**config.mk**
```make
export PLATFORM = sky130hd
export DESIGN_NAME = mem_port_arbiter_flat
export DESIGN_NICKNAME = d
export VERILOG_FILES = /design/src/rtl/mem_port_arbiter_pkg.sv /design/src/rtl/mem_port_arbiter_if.sv /design/src/rtl/arb_prio_sel.sv /design/src/rtl/mem_port_arbiter.sv /design/src/flat_wrapper.sv
export SDC_FILE = /design/constraint.sdc
export NUM_CORES = 1
export LEC_CHECK = 0
export BUFFER_PORTS_ARGS = -buffer_cell sky130_fd_sc_hd__buf_2
export CAP_MARGIN = 20
export CELL_PAD_IN_SITES_DETAIL_PLACEMENT = 1
export CELL_PAD_IN_SITES_GLOBAL_PLACEMENT = 2
export CORE_AREA = 2 2 252 254
export CTS_CLUSTER_DIAMETER = 120
export DETAILED_ROUTE_END_ITERATION = 12
export DIE_AREA = 0 0 254 256
export PLACE_DENSITY = 0.54
export RECOVER_POWER = 100
export SLEW_MARGIN = 20
export SYNTH_ARGS = -nofsm -noshare
export SYNTH_HDL_FRONTEND = slang
export SYNTH_SLANG_ARGS = --single-unit
```
**constraint.sdc**
```tcl
create_clock -name clk -period 7.7 [get_ports clk]
set_input_delay 1.54 -clock clk [delete_from_list [all_inputs] [get_ports clk]]
set_output_delay 1.54 -clock clk [all_outputs]
set_load 0.01 [all_outputs]
```
**src/rtl/mem_port_arbiter_pkg.sv**
```systemverilog
// mem_port_arbiter_pkg: shared types, address origin and FSM encodings for the RAM port arbiter
package mem_port_arbiter_pkg;
  typedef logic [63:0] reg_t;
  localparam reg_t PC_START = 64'h8000_0000;
  localparam logic [1:0] ARB_IDLE     = 2'd0;
  localparam logic [1:0] ARB_WAIT_IF  = 2'd1;
  localparam logic [1:0] ARB_WAIT_MEM = 2'd2;
  function automatic reg_t ram_index(reg_t addr, reg_t base);
    return (addr - base) >> 3;
  endfunction
endpackage

```
**src/rtl/mem_port_arbiter_if.sv**
```systemverilog
// mem_port_arbiter_if: fetch, load/store and RAM-side signals of the shared RAM port
interface mem_port_arbiter_if;
  import mem_port_arbiter_pkg::*;
  logic if_req_valid, if_req_ready, if_resp_valid, if_resp_err;
  reg_t if_addr, if_rdata;
  logic mem_req_valid, mem_req_ready, mem_we, mem_resp_valid, mem_resp_err;
  reg_t mem_addr, mem_wdata, mem_wmask, mem_rdata;
  logic ram_en, ram_wen;
  reg_t ram_idx, ram_wdata, ram_wmask, ram_rdata;
  modport slave (
    input  if_req_valid, if_addr, mem_req_valid, mem_we, mem_addr, mem_wdata, mem_wmask, ram_rdata,
    output if_req_ready, if_resp_valid, if_resp_err, if_rdata,
    output mem_req_ready, mem_resp_valid, mem_resp_err, mem_rdata,
    output ram_en, ram_idx, ram_wen, ram_wdata, ram_wmask
  );
  modport master (
    output if_req_valid, if_addr, mem_req_valid, mem_we, mem_addr, mem_wdata, mem_wmask, ram_rdata,
    input  if_req_ready, if_resp_valid, if_resp_err, if_rdata,
    input  mem_req_ready, mem_resp_valid, mem_resp_err, mem_rdata,
    input  ram_en, ram_idx, ram_wen, ram_wdata, ram_wmask
  );
endinterface

```
**src/rtl/arb_prio_sel.sv**
```systemverilog
// arb_prio_sel: data-first priority with a forced fetch grant once the MEM streak is full
module arb_prio_sel (
  input  logic if_v,
  input  logic mem_v,
  input  logic streak_full,
  output logic grant_if,
  output logic grant_mem
);
  assign grant_if  = if_v && (!mem_v || streak_full);
  assign grant_mem = mem_v && !(if_v && streak_full);
endmodule

```
**src/rtl/mem_port_arbiter.sv**
```systemverilog
// mem_port_arbiter: shares one 64-bit RAM port between fetch and load/store with one-cycle responses
module mem_port_arbiter
  import mem_port_arbiter_pkg::*;
#(
  parameter int   MAX_STREAK = 3,
  parameter reg_t BASE_ADDR  = PC_START
) (
  input logic clk,
  input logic rst,
  mem_port_arbiter_if.slave bus
);
  localparam int SW = $clog2(MAX_STREAK + 1);
  logic [1:0] state_q, state_d;
  logic [SW-1:0] streak_q, streak_d;
  logic err_q, err_d, we_q, we_d;
  logic idle, grant_if, grant_mem, grant, legal, wait_if, wait_mem;
  reg_t addr;
  assign idle = rst && state_q == ARB_IDLE;
  arb_prio_sel u_sel (
    .if_v       (idle && bus.if_req_valid),
    .mem_v      (idle && bus.mem_req_valid),
    .streak_full(streak_q == SW'(MAX_STREAK)),
    .grant_if   (grant_if),
    .grant_mem  (grant_mem)
  );
  assign grant = grant_if || grant_mem;
  assign addr  = grant_mem ? bus.mem_addr : bus.if_addr;
  assign legal = addr >= BASE_ADDR;
  always_comb begin
    state_d  = grant_if ? ARB_WAIT_IF : grant_mem ? ARB_WAIT_MEM : ARB_IDLE;
    err_d    = grant && !legal;
    we_d     = grant_mem && bus.mem_we;
    streak_d = (!bus.if_req_valid || grant_if) ? '0 :
               (grant_mem && streak_q != SW'(MAX_STREAK)) ? streak_q + 1'b1 : streak_q;
  end
  always_ff @(posedge clk or negedge rst) begin
    if (!rst) begin
      state_q  <= ARB_IDLE;
      streak_q <= '0;
      err_q    <= 1'b0;
      we_q     <= 1'b0;
    end else begin
      state_q  <= state_d;
      streak_q <= streak_d;
      err_q    <= err_d;
      we_q     <= we_d;
    end
  end
  assign bus.if_req_ready  = grant_if;
  assign bus.mem_req_ready = grant_mem;
  assign bus.ram_en    = grant && legal;
  assign bus.ram_idx   = bus.ram_en ? ram_index(addr, BASE_ADDR) : '0;
  assign bus.ram_wen   = bus.ram_en && we_d;
  assign bus.ram_wdata = bus.ram_wen ? bus.mem_wdata : '0;
  assign bus.ram_wmask = bus.ram_wen ? bus.mem_wmask : '0;
  // Responses are gated by rst so reset silences them before the state flop clears
  assign wait_if  = rst && state_q == ARB_WAIT_IF;
  assign wait_mem = rst && state_q == ARB_WAIT_MEM;
  assign bus.if_resp_valid  = wait_if;
  assign bus.if_resp_err    = wait_if && err_q;
  assign bus.if_rdata       = (wait_if && !err_q) ? bus.ram_rdata : '0;
  assign bus.mem_resp_valid = wait_mem;
  assign bus.mem_resp_err   = wait_mem && err_q;
  assign bus.mem_rdata      = (wait_mem && !err_q && !we_q) ? bus.ram_rdata : '0;
endmodule
```
**src/flat_wrapper.sv**
```systemverilog
// flat-port wrapper written by rule: the top's interface ports become plain ports
module mem_port_arbiter_flat import mem_port_arbiter_pkg::*;
#(
  parameter int   MAX_STREAK = 3,
  parameter reg_t BASE_ADDR  = PC_START
)
  (clk, rst, bus_if_req_valid, bus_if_addr, bus_mem_req_valid, bus_mem_we, bus_mem_addr, bus_mem_wdata, bus_mem_wmask, bus_ram_rdata, bus_if_req_ready, bus_if_resp_valid, bus_if_resp_err, bus_if_rdata, bus_mem_req_ready, bus_mem_resp_valid, bus_mem_resp_err, bus_mem_rdata, bus_ram_en, bus_ram_idx, bus_ram_wen, bus_ram_wdata, bus_ram_wmask);
  mem_port_arbiter_if bus_i ();
  input logic clk;
  input logic rst;
  input wire logic [$bits(bus_i.if_req_valid)-1:0] bus_if_req_valid;
  input wire logic [$bits(bus_i.if_addr)-1:0] bus_if_addr;
  input wire logic [$bits(bus_i.mem_req_valid)-1:0] bus_mem_req_valid;
  input wire logic [$bits(bus_i.mem_we)-1:0] bus_mem_we;
  input wire logic [$bits(bus_i.mem_addr)-1:0] bus_mem_addr;
  input wire logic [$bits(bus_i.mem_wdata)-1:0] bus_mem_wdata;
  input wire logic [$bits(bus_i.mem_wmask)-1:0] bus_mem_wmask;
  input wire logic [$bits(bus_i.ram_rdata)-1:0] bus_ram_rdata;
  output wire logic [$bits(bus_i.if_req_ready)-1:0] bus_if_req_ready;
  output wire logic [$bits(bus_i.if_resp_valid)-1:0] bus_if_resp_valid;
  output wire logic [$bits(bus_i.if_resp_err)-1:0] bus_if_resp_err;
  output wire logic [$bits(bus_i.if_rdata)-1:0] bus_if_rdata;
  output wire logic [$bits(bus_i.mem_req_ready)-1:0] bus_mem_req_ready;
  output wire logic [$bits(bus_i.mem_resp_valid)-1:0] bus_mem_resp_valid;
  output wire logic [$bits(bus_i.mem_resp_err)-1:0] bus_mem_resp_err;
  output wire logic [$bits(bus_i.mem_rdata)-1:0] bus_mem_rdata;
  output wire logic [$bits(bus_i.ram_en)-1:0] bus_ram_en;
  output wire logic [$bits(bus_i.ram_idx)-1:0] bus_ram_idx;
  output wire logic [$bits(bus_i.ram_wen)-1:0] bus_ram_wen;
  output wire logic [$bits(bus_i.ram_wdata)-1:0] bus_ram_wdata;
  output wire logic [$bits(bus_i.ram_wmask)-1:0] bus_ram_wmask;
  assign bus_i.if_req_valid = bus_if_req_valid;
  assign bus_i.if_addr = bus_if_addr;
  assign bus_i.mem_req_valid = bus_mem_req_valid;
  assign bus_i.mem_we = bus_mem_we;
  assign bus_i.mem_addr = bus_mem_addr;
  assign bus_i.mem_wdata = bus_mem_wdata;
  assign bus_i.mem_wmask = bus_mem_wmask;
  assign bus_i.ram_rdata = bus_ram_rdata;
  assign bus_if_req_ready = bus_i.if_req_ready;
  assign bus_if_resp_valid = bus_i.if_resp_valid;
  assign bus_if_resp_err = bus_i.if_resp_err;
  assign bus_if_rdata = bus_i.if_rdata;
  assign bus_mem_req_ready = bus_i.mem_req_ready;
  assign bus_mem_resp_valid = bus_i.mem_resp_valid;
  assign bus_mem_resp_err = bus_i.mem_resp_err;
  assign bus_mem_rdata = bus_i.mem_rdata;
  assign bus_ram_en = bus_i.ram_en;
  assign bus_ram_idx = bus_i.ram_idx;
  assign bus_ram_wen = bus_i.ram_wen;
  assign bus_ram_wdata = bus_i.ram_wdata;
  assign bus_ram_wmask = bus_i.ram_wmask;
  mem_port_arbiter #(.MAX_STREAK(MAX_STREAK), .BASE_ADDR(BASE_ADDR)) u_core (.clk(clk), .rst(rst), .bus(bus_i));
endmodule
```
==> flow_metrics.tcl, run 1 <==
set metrics [dict create \
    status "complete, but fails checks" \
    violations "capacitance limit, slew limit" \
    seq_area_frac_synth_pct 3.653 \
    grt_start_max_net_pins 101 \
    fin_ws_ns 0.4944 \
    coreArea_um2 62390 \
    cts_buffers 3 \
    cts_resized 0 \
    ant_nets 0 \
    setup_viol 0 \
    fmax_mhz 138.8 \
    rsz0062_at_grt "no" \
    via_per_inst 3.344 \
    routabilityCongestion 0.8504 \
    cap_violations 2 \
    crit_path_end_kind "output port" \
    syn_to_final_growth_pct 98.33 \
    crit_type "input port to output port" \
    syn_area_per_cell_um2 6.071 \
    fp.dieW_um 254 \
    synth_cell_types 56 \
    drc 0 \
    h-tree-depth 1 \
    p_per_area_nw_per_um2 50.39 \
    cp_max_fo 55 \
    grt_usage_pct 10.31 \
    clk_pin_slew_ns 0.03 \
    finalHoldViolCount 0 \
    ys_ff_latch 6 \
    syn_inst 677 \
    die_area_um2 65020 \
    overflow 0 \
    grt_pass1_vias 7406 \
    finalWirelength_mm 35.78 \
    drv_slew 130 \
    drive_gt1_share_pct 37.03 \
    clockRootBuffer "clkbuf_16" \
    die_h_um 256 \
    async_flop_share_pct 100.0 \
    rows 92 \
    hold_class "register to register" \
    cts_buffer_depth 2 \
    synth_edf_count 0 \
    min_period_over_period_pct 93.58 \
    skew_ns 0.002942 \
    cts_tree "built" \
    drtIter0Drc 265 \
    fin_crit_ns 7.206 \
    start_util_pct 6.588 \
    wire_per_inst_um 16.75 \
    timing.setup.tns_ns 0 \
    cts_setup_buffers 0 \
    synth.largest_area_cell "and2_1" \
    ys.flop_type "dfrtp_1" \
    syn-cell-area_um2 4110 \
    ir_drop_v 0.00004545 \
    critPathLaunchType "input port" \
    max_slew_margin_pct -48.87 \
    route.vias.total 7143 \
    antenna_found_initial 10 \
    synthTopCellsByArea "and2_1 39%, nand2_1 6.5%, mux2i_1 5.1%" \
    num_io_pins 653 \
    clock_latency_ns 0.23 \
    grt_pass1_wl_mm 50.98 \
    total_power_mw 0.4108 \
    cp.arrival_ns 5.67 \
    hpwl_mm 31.54 \
    port_buffers 643 \
    clock_sinks 6 \
    yosys_warnings 0 \
    crit_required_ns 6.16 \
    nets 1617 \
    leakage_nw 3.867 \
    drt_first_pass_iters 4 \
    yosys.area.top_type_share_pct 39.42 \
    place_ws_ns 0.6930 \
    postCtsHoldBufs 0 \
    worst_slew_pin_slew_ns 2.233 \
]
## registers in the layout, summed over array words and instances, names as in the netlist
name             count
u_core.err_q         1
u_core.state_q       2
u_core.streak_q      2
u_core.we_q          1
## metal layers
| metal | GRT usage [%] | wire length [µm] | vias up |
|---|---|---|---|
| met4 | 0.3268 | 136 | 12 |
| met5 | 0 | 78 | - |
| met3 | 2.319 | 2581 | 22 |
| li1 | - | - | 3455 |
| met2 | 18.62 | 17870 | 312 |
| met1 | 12.99 | 15120 | 3342 |
## logic make-up (layout without fill, tap and decap cells)
group                    Yosys count  count (layout)  share of synthesized area [%]
AO/OA/AOI/OAI                     83              83                          13.36
XOR/XNOR                          33              33                          7.032
adder cells (fa/ha/maj)            2               2                         0.6087
buffers and inverters             66             675                          6.575
flip-flops                         6               6                          3.653
multiplexers                      22              22                          5.388
other                              1               5                        0.09124
AND/OR/NAND/NOR                  464             464                          63.29
## cells in the mapped netlist (6+ instances only)
cell type	count
dfrtp_1	6
o21ai_0	8
a21oi_1	36
nand4_1	12
or3_1	7
nand3_1	7
nor3_1	24
and2_1	259
inv_1	12
clkbuf_1	42
xor2_1	14
xnor2_1	19
nor4_1	9
buf_2	6
nand2_1	71
nor2_1	49
mux2i_1	21
## cells in the final DEF, fill, tap and decap left out, drive strengths merged, types with 3 or more instances in the layout
master,count
buf,458
and2,259
clkbuf,205
nand2,71
nor2,49
a21oi,36
nor3,24
mux2i,21
xnor2,19
xor2,14
nand4,12
inv,11
o21ai,10
nor4,9
a211oi,8
or3,7
nand3,7
dfrtp,6
nand3b,5
nor3b,4
o31ai,4
a21boi,4
o211ai,3
a31oi,3
and4,3
conb,3
## report_power, final
group / internal [mW] / switching (mW) / leakage (nW) / total, mW
clock: 0.0666 / 0.0172 / 0.0370 / 0.0838
sequential: 0.0329 / 0.00129 / 0.0818 / 0.0342
combinational: 0.124 / 0.168 / 3.75 / 0.293
## critical path, cell delays in order
cell	delay [ns]
buf_2	0.20
or3b_1	0.61
or4_4	0.65
o22ai_1	0.49
o2111ai_1	0.37
o21ai_0	1.08
buf_12	0.36
a211oi_1	0.11
clkbuf_1	0.16
## final timing paths
kind                                           startpoint                             end  slack, ns  depth (start not counted)
setup / recovery                                      rst                 bus_ram_idx[44]       0.49                          9
hold / removal             u_core.streak_q[1]$_DFFE_PN0P_  u_core.streak_q[1]$_DFFE_PN0P_       0.59                          2
max in group asynchronous                             rst  u_core.streak_q[1]$_DFFE_PN0P_       6.37                          1
setup reg to reg              u_core.state_q[1]$_DFF_PN0_          u_core.err_q$_DFF_PN0_       4.66                          5
hold reg to reg            u_core.streak_q[1]$_DFFE_PN0P_  u_core.streak_q[1]$_DFFE_PN0P_       0.59                          2
min in group asynchronous                             rst     u_core.state_q[1]$_DFF_PN0_       1.15                          1
## metrics by stage
| step | instance area, µm² | std cells | util (%) | hold WS (ns) |
|---|---|---|---|---|
| detailed placement | 8358 | 2131 | 13.40 | 0.5832 |
| global route | 8152 | 2136 | 13.07 | 0.6224 |
| finish | 8152 | 2136 | 13.07 | 0.5924 |
| floorplan | 4118 | 679 | - | 0.5118 |
| CTS | 8433 | 2134 | 13.52 | 0.5925 |
| global placement | 8358 | 2131 | 13.40 | 0.5561 |
## final cells by class
type                    count  area (µm²)
fillers                  7919       54240
multi-input cells         607        3724
repair buffers            660        3094
well taps                 846        1059
flip-flops and latches      6       150.1
clock buffers               3       75.07
inverters                  12       45.04
diodes                      2       5.005
No activity file was read; power rests on OpenSTA's default activity.
==> inputs of run 2 (changes only) <==
--- a/config.mk
+++ b/config.mk
@@ -6,16 +6,16 @@
 export NUM_CORES = 1
 export LEC_CHECK = 0
 export BUFFER_PORTS_ARGS = -buffer_cell sky130_fd_sc_hd__buf_2
-export CAP_MARGIN = 20
 export CELL_PAD_IN_SITES_DETAIL_PLACEMENT = 1
 export CELL_PAD_IN_SITES_GLOBAL_PLACEMENT = 2
-export CORE_AREA = 2 2 252 254
+export CORE_AREA = 2 2 254 256
 export CTS_CLUSTER_DIAMETER = 120
 export DETAILED_ROUTE_END_ITERATION = 12
-export DIE_AREA = 0 0 254 256
-export PLACE_DENSITY = 0.54
+export DIE_AREA = 0 0 256 258
+export PLACE_DENSITY = 0.52
 export RECOVER_POWER = 100
 export SLEW_MARGIN = 20
 export SYNTH_ARGS = -nofsm -noshare
 export SYNTH_HDL_FRONTEND = slang
+export SYNTH_HIERARCHICAL = 1
 export SYNTH_SLANG_ARGS = --single-unit
==> run 2 against run 1 <==
The flow still finishes with violations (capacitance limit, slew limit). Hold slack lost 0.048 ns. First-iteration DRC count fell by 3.4%. Register-to-register slack worse by 1.1 ns. Clock skew about the same. Critical path depth up 2. Total power up 17%. Area after synthesis increased by 3.6%. Count of clock-buffer cells in the layout unchanged. Global-route usage increased by 0.74 points. Core utilization about the same. Die area grew 1.6%. Highest routed layer unchanged.
==> flow_metrics.tcl, run 2 <==
set metrics [dict create \
    status "complete, but fails checks" \
    violations "capacitance limit, slew limit" \
    crit_type "input port to output port" \
    cts_buffer_depth 2 \
    cts_resized 0 \
    yosys.area.top_type_share_pct 38.65 \
    cp_max_fo 129 \
    fillCellCount 8059 \
    antenna_found_initial 23 \
    synth.most_common_cell "and2_1" \
    postCtsHoldBufs 0 \
    drt_first_pass_iters 5 \
    drv_slew 130 \
    routabilityCongestion 0.9209 \
    p_per_area_nw_per_um2 57.68 \
    yosys_warnings 6 \
    ys.flop_type "dfrtp_1" \
    finalWirelength_mm 39.14 \
    timing.setup.tns_ns 0 \
    synthTopCellsByArea "and2_1 39%, mux2i_1 12%, nor2_1 4.3%" \
    grt_pass1_vias 7309 \
    hpwl_mm 34.94 \
    ys_ff_latch 6 \
    seq_area_frac_synth_pct 3.527 \
    num_io_pins 653 \
    grt_start_max_net_pins 130 \
    clk_pin_slew_ns 0.03 \
    start_util_pct 6.688 \
    die_h_um 258 \
    layout_common_cells "454 x buf_2, 192 x clkbuf_1, 140 x and2_1" \
    drive_gt1_share_pct 39.95 \
    multiInputGateArea_um2 3857 \
    nets 1578 \
    ir_drop_v 0.00005024 \
    mostFrequentLayoutCell "buf_2" \
    crit_required_ns 6.16 \
    fin_crit_ns 7.343 \
    syn_to_final_growth_pct 95.21 \
    rows 93 \
    clock_sinks 6 \
    cts_buffers 3 \
    clockRootBuffer "clkbuf_16" \
    via_per_inst 3.400 \
    fmax_mhz 136.2 \
    finalInstanceArea_um2 8309 \
    cts_setup_buffers 0 \
    die_area_um2 66050 \
    ant_nets 0 \
    largestRegisters "u_core/state_q x2, u_core/streak_q x2" \
    post-route-util_pct 13.05 \
    synth.largest_area_cell "and2_1" \
    drc 0 \
    critPathLaunchType "input port" \
    port_buffers 643 \
    setup_viol 0 \
    coreArea_um2 63650 \
    grt_usage_pct 11.05 \
    route.vias.total 7184 \
    wire_per_inst_um 18.52 \
    leakage_nw 3.771 \
    cts_tree "built" \
    syn-cell-area_um2 4257 \
    overflow 0 \
    cp.arrival_ns 5.80 \
    h-tree-depth 1 \
    grt_pass1_wl_mm 53.99 \
    worst_slew_pin_slew_ns 2.302 \
    placed_cell_area_um2 8486 \
    rsz0062_at_grt "no" \
    clock_latency_ns 0.23 \
    min_period_over_period_pct 95.36 \
    synth_edf_count 0 \
    synth_common_cells "263 x and2_1, 53 x mux2i_1, 49 x nor2_1" \
    cap_violations 2 \
    seqCellArea_um2 150.1 \
    synth_cell_types 58 \
    syn_area_per_cell_um2 6.682 \
    skew_ns 0.002798 \
    syn_inst 637 \
    hold_class "register to register" \
    finalHoldViolCount 0 \
    drtIter0Drc 256 \
    fp.dieW_um 256 \
    max_slew_margin_pct -53.47 \
    crit_path_end_kind "output port" \
    async_flop_share_pct 100.0 \
]
==> run 2: worst max-delay path, cell delays in order <==
cell and delay (ns):
buf_2 0.19, nor4bb_1 0.40, a21boi_4 0.63, buf_12 0.37, or4b_2 0.65, a211oi_1 0.44
nand2_1 0.20, o31a_2 0.33, buf_6 0.24, and2_0 0.40, buf_2 0.18
==> run 2: final cells by class <==
type | count | area share (%)
flip-flops and latches | 6 | 1.807
diodes | 9 | 0.2710
multi-input cells | 576 | 46.42
inverters | 4 | 0.1807
repair buffers | 660 | 37.54
clock buffers | 3 | 0.9035
well taps | 855 | 12.87
==> run 2: stage by stage <==
| stage | worst slack (ns) | power [mW] | hold WS [ns] | cells |
|---|---|---|---|---|
| after floorplan | 0.05333 | 0.2027 | 0.4903 | 639 |
| after global placement | 0.4508 | 0.4132 | 0.5161 | 2101 |
| after detailed placement | 0.3642 | 0.4161 | 0.5412 | 2101 |
| after CTS | 0.3576 | 0.5012 | 0.5482 | 2104 |
| after global routing | 0.05462 | 0.5201 | 0.5706 | 2106 |
| final | 0.3572 | 0.4793 | 0.5448 | 2113 |
==> run 2: where the power goes <==
part           total (mW)  leakage, nW  switching (mW)  internal, mW
Sequential         0.0344       0.0817         0.00122        0.0332
Combinational       0.363         3.65           0.209         0.153
Clock              0.0823       0.0370          0.0158        0.0665
==> run 2: final timing paths <==
path	from	endpoint	slack, ns	cells past startpoint
min in group asynchronous	rst	u_core/streak_q[1]$_DFFE_PN0P_	1.15	1
hold / removal	u_core/streak_q[1]$_DFFE_PN0P_	u_core/streak_q[1]$_DFFE_PN0P_	0.54	2
hold reg to reg	u_core/streak_q[1]$_DFFE_PN0P_	u_core/streak_q[1]$_DFFE_PN0P_	0.54	2
setup reg to reg	u_core/state_q[1]$_DFF_PN0_	u_core/err_q$_DFF_PN0_	3.52	8
max in group asynchronous	rst	u_core/err_q$_DFF_PN0_	6.38	1
setup / recovery	rst	bus_ram_wdata[8]	0.36	11
==> run 2: cell families after synthesis <==
logic type / after synthesis / synth area share [%]
and+or+nand+nor: 431 / 61.26
AOI/OAI and AO/OA: 65 / 10.44
muxes: 63 / 15.11
buffers and inverters: 57 / 6.526
xor gates and xnor gates: 12 / 2.469
DFF: 6 / 3.527
adders and majority gates: 2 / 0.5878
other: 1 / 0.08810
==> run 2: per-layer routing <==
layer	GRT usage, %	vias to the layer above	share of wire [%]	wire [µm]
met4	1.121	16	0.78	306
met1	14.05	3336	43	16970
li1	-	3404	-	-
met2	18.08	398	46	17810
met5	0	-	0.26	101
met3	4.446	30	10	3957
==> inputs of run 3 (changes only) <==
==> constraint.sdc (replaced) <==
create_clock -name clk -period 7.7 [get_ports clk]
set_input_delay 0.385 -clock clk [delete_from_list [all_inputs] [get_ports clk]]
set_output_delay 0.385 -clock clk [all_outputs]
set_load 0.01 [all_outputs]
==> run 3 against run 2 <==
The flow still finishes with violations (capacitance limit, slew limit). Wire length is 3.5% lower. Worst setup slack improved by 0.97 ns. Die area stayed put. Hold slack worse by 0.44 ns. Non-clock buffer count down 7. Critical path depth increased by 2. Count of clock-buffer cells in the layout stayed put. Register-to-register slack got worse by 0.51 ns. Cell count shrank 0.38%. Maximum frequency up 15%. Sequential share of layout area hardly changed.
==> flow_metrics.tcl, run 3 (synthesis gave the netlist of run 2 again) <==
set metrics [dict create \
    status "complete, but fails checks" \
    violations "capacitance limit, slew limit" \
    die_h_um 258 \
    layout_common_cells "472 x buf_2, 176 x clkbuf_1, 141 x and2_0" \
    crit_required_ns 7.32 \
    grt_start_max_net_pins 130 \
    cts_resized 0 \
    coreArea_um2 63650 \
    instances_no_fill 2105 \
    total_power_mw 0.4804 \
    grt_usage_pct 10.66 \
    postCtsHoldBufs 0 \
    antenna_found_initial 14 \
    max_slew_margin_pct -60.54 \
    dp_cells 2093 \
    hold_class "input port to async pin" \
    worst_slew_pin_slew_ns 2.408 \
    place_ws_ns 1.551 \
    finalHoldViolCount 0 \
    leakage_nw 3.785 \
    clockRootBuffer "clkbuf_16" \
    clock_sinks 6 \
    drive_gt1_share_pct 40.82 \
    drv_slew 154 \
    grt_pass1_wl_mm 52.78 \
    drc 0 \
    grt_pass1_vias 7414 \
    skew_ns 0.001561 \
    routabilityCongestion 0.8922 \
    die_area_um2 66050 \
    ir_drop_v 0.00004953 \
    crit_type "input port to output port" \
    timing.setup.tns_ns 0 \
    start_util_pct 6.688 \
    ant_nets 0 \
    clock_latency_ns 0.23 \
    rsz0062_at_grt "no" \
    route.vias.total 7120 \
    critPathLaunchType "input port" \
    fmax_mhz 156.9 \
    syn_to_final_growth_pct 94.15 \
    p_per_area_nw_per_um2 58.13 \
    largestRegisters "u_core/state_q x2, u_core/streak_q x2" \
    h-tree-depth 1 \
    port_buffers 643 \
    nets 1571 \
    cts_buffers 3 \
    num_io_pins 653 \
    hpwl_mm 33.35 \
    fin_crit_ns 6.372 \
    overflow 0 \
    drt_first_pass_iters 4 \
    fp.dieW_um 256 \
    clk_pin_slew_ns 0.03 \
    drtIter0Drc 297 \
    cts_buffer_depth 2 \
    crit_path_end_kind "output port" \
    cts_setup_buffers 0 \
    cp_max_fo 129 \
    setup_viol 0 \
    cts_tree "built" \
    fin_ws_ns 1.328 \
    cap_violations 3 \
    mostFrequentLayoutCell "buf_2" \
    min_period_over_period_pct 82.75 \
    cp.arrival_ns 5.99 \
    via_per_inst 3.382 \
    wire_per_inst_um 17.95 \
    rows 93 \
    finalWirelength_mm 37.79 \
]
run 3: changes by cell type in the layout (fill, tap and decap cells not counted), sizes merged:
cell    delta
buf       +12
clkbuf    -19
diode      -1
run 3: worst paths after layout:
path / startpoint / to / slack, ns / cells after the start
setup / recovery: rst / bus_ram_wdata[59] / 1.33 / 13
hold / removal: rst / u_core/err_q$_DFF_PN0_ / 0.11 / 1
setup reg to reg: u_core/state_q[1]$_DFF_PN0_ / u_core/err_q$_DFF_PN0_ / 3.01 / 9
hold reg to reg: u_core/streak_q[1]$_DFFE_PN0P_ / u_core/streak_q[1]$_DFFE_PN0P_ / 0.54 / 2
max in group asynchronous: rst / u_core/state_q[1]$_DFF_PN0_ / 7.24 / 1
min in group clk: bus_if_req_valid / u_core/streak_q[0]$_DFFE_PN0P_ / 0.45 / 3
run 3: worst max-delay path, stage by stage:
cell and delay, ns:
clkbuf_1 0.40, nor4bb_1 0.47, a21boi_4 0.44, buf_16 0.22
clkbuf_1 0.74, or3b_2 0.56, a222oi_1 0.33, buf_4 0.27
nand4_1 0.55, o31a_2 0.54, buf_4 0.35, and2_1 0.40
buf_2 0.16
run 3: through the flow:
step / util, % / instance area (µm²) / hold slack [ns]
2_1_floorplan: - / 4264 / 0.08941
3_3_place_gp: 13.18 / 8388 / 0.2432
3_5_place_dp: 13.18 / 8388 / 0.2473
4_1_cts: 13.30 / 8463 / 0.004852
5_1_grt: 12.97 / 8254 / 0.1408
6_report: 12.98 / 8264 / 0.1078
run 3: cell type report:
cell class | count | area (µm²)
fillers | 8024 | 55390
multi-input cells | 576 | 3854
diodes | 8 | 20.02
flip-flops and latches | 6 | 150.1
well taps | 855 | 1070
repair buffers | 653 | 3080
clock buffers | 3 | 75.07
inverters | 4 | 15.01
run 3: power by group:
group / switching, mW / internal, mW
clock: 0.0173 / 0.0666
sequential: 0.00138 / 0.0332
combinational: 0.209 / 0.153
total: 0.228 / 0.252
run 3: layer usage:
metal	GRT usage, %	share of wire [%]
met1	14.09	45
met2	17.16	45
met3	3.308	8.7
met4	1.852	1.2
met5	0	0.071
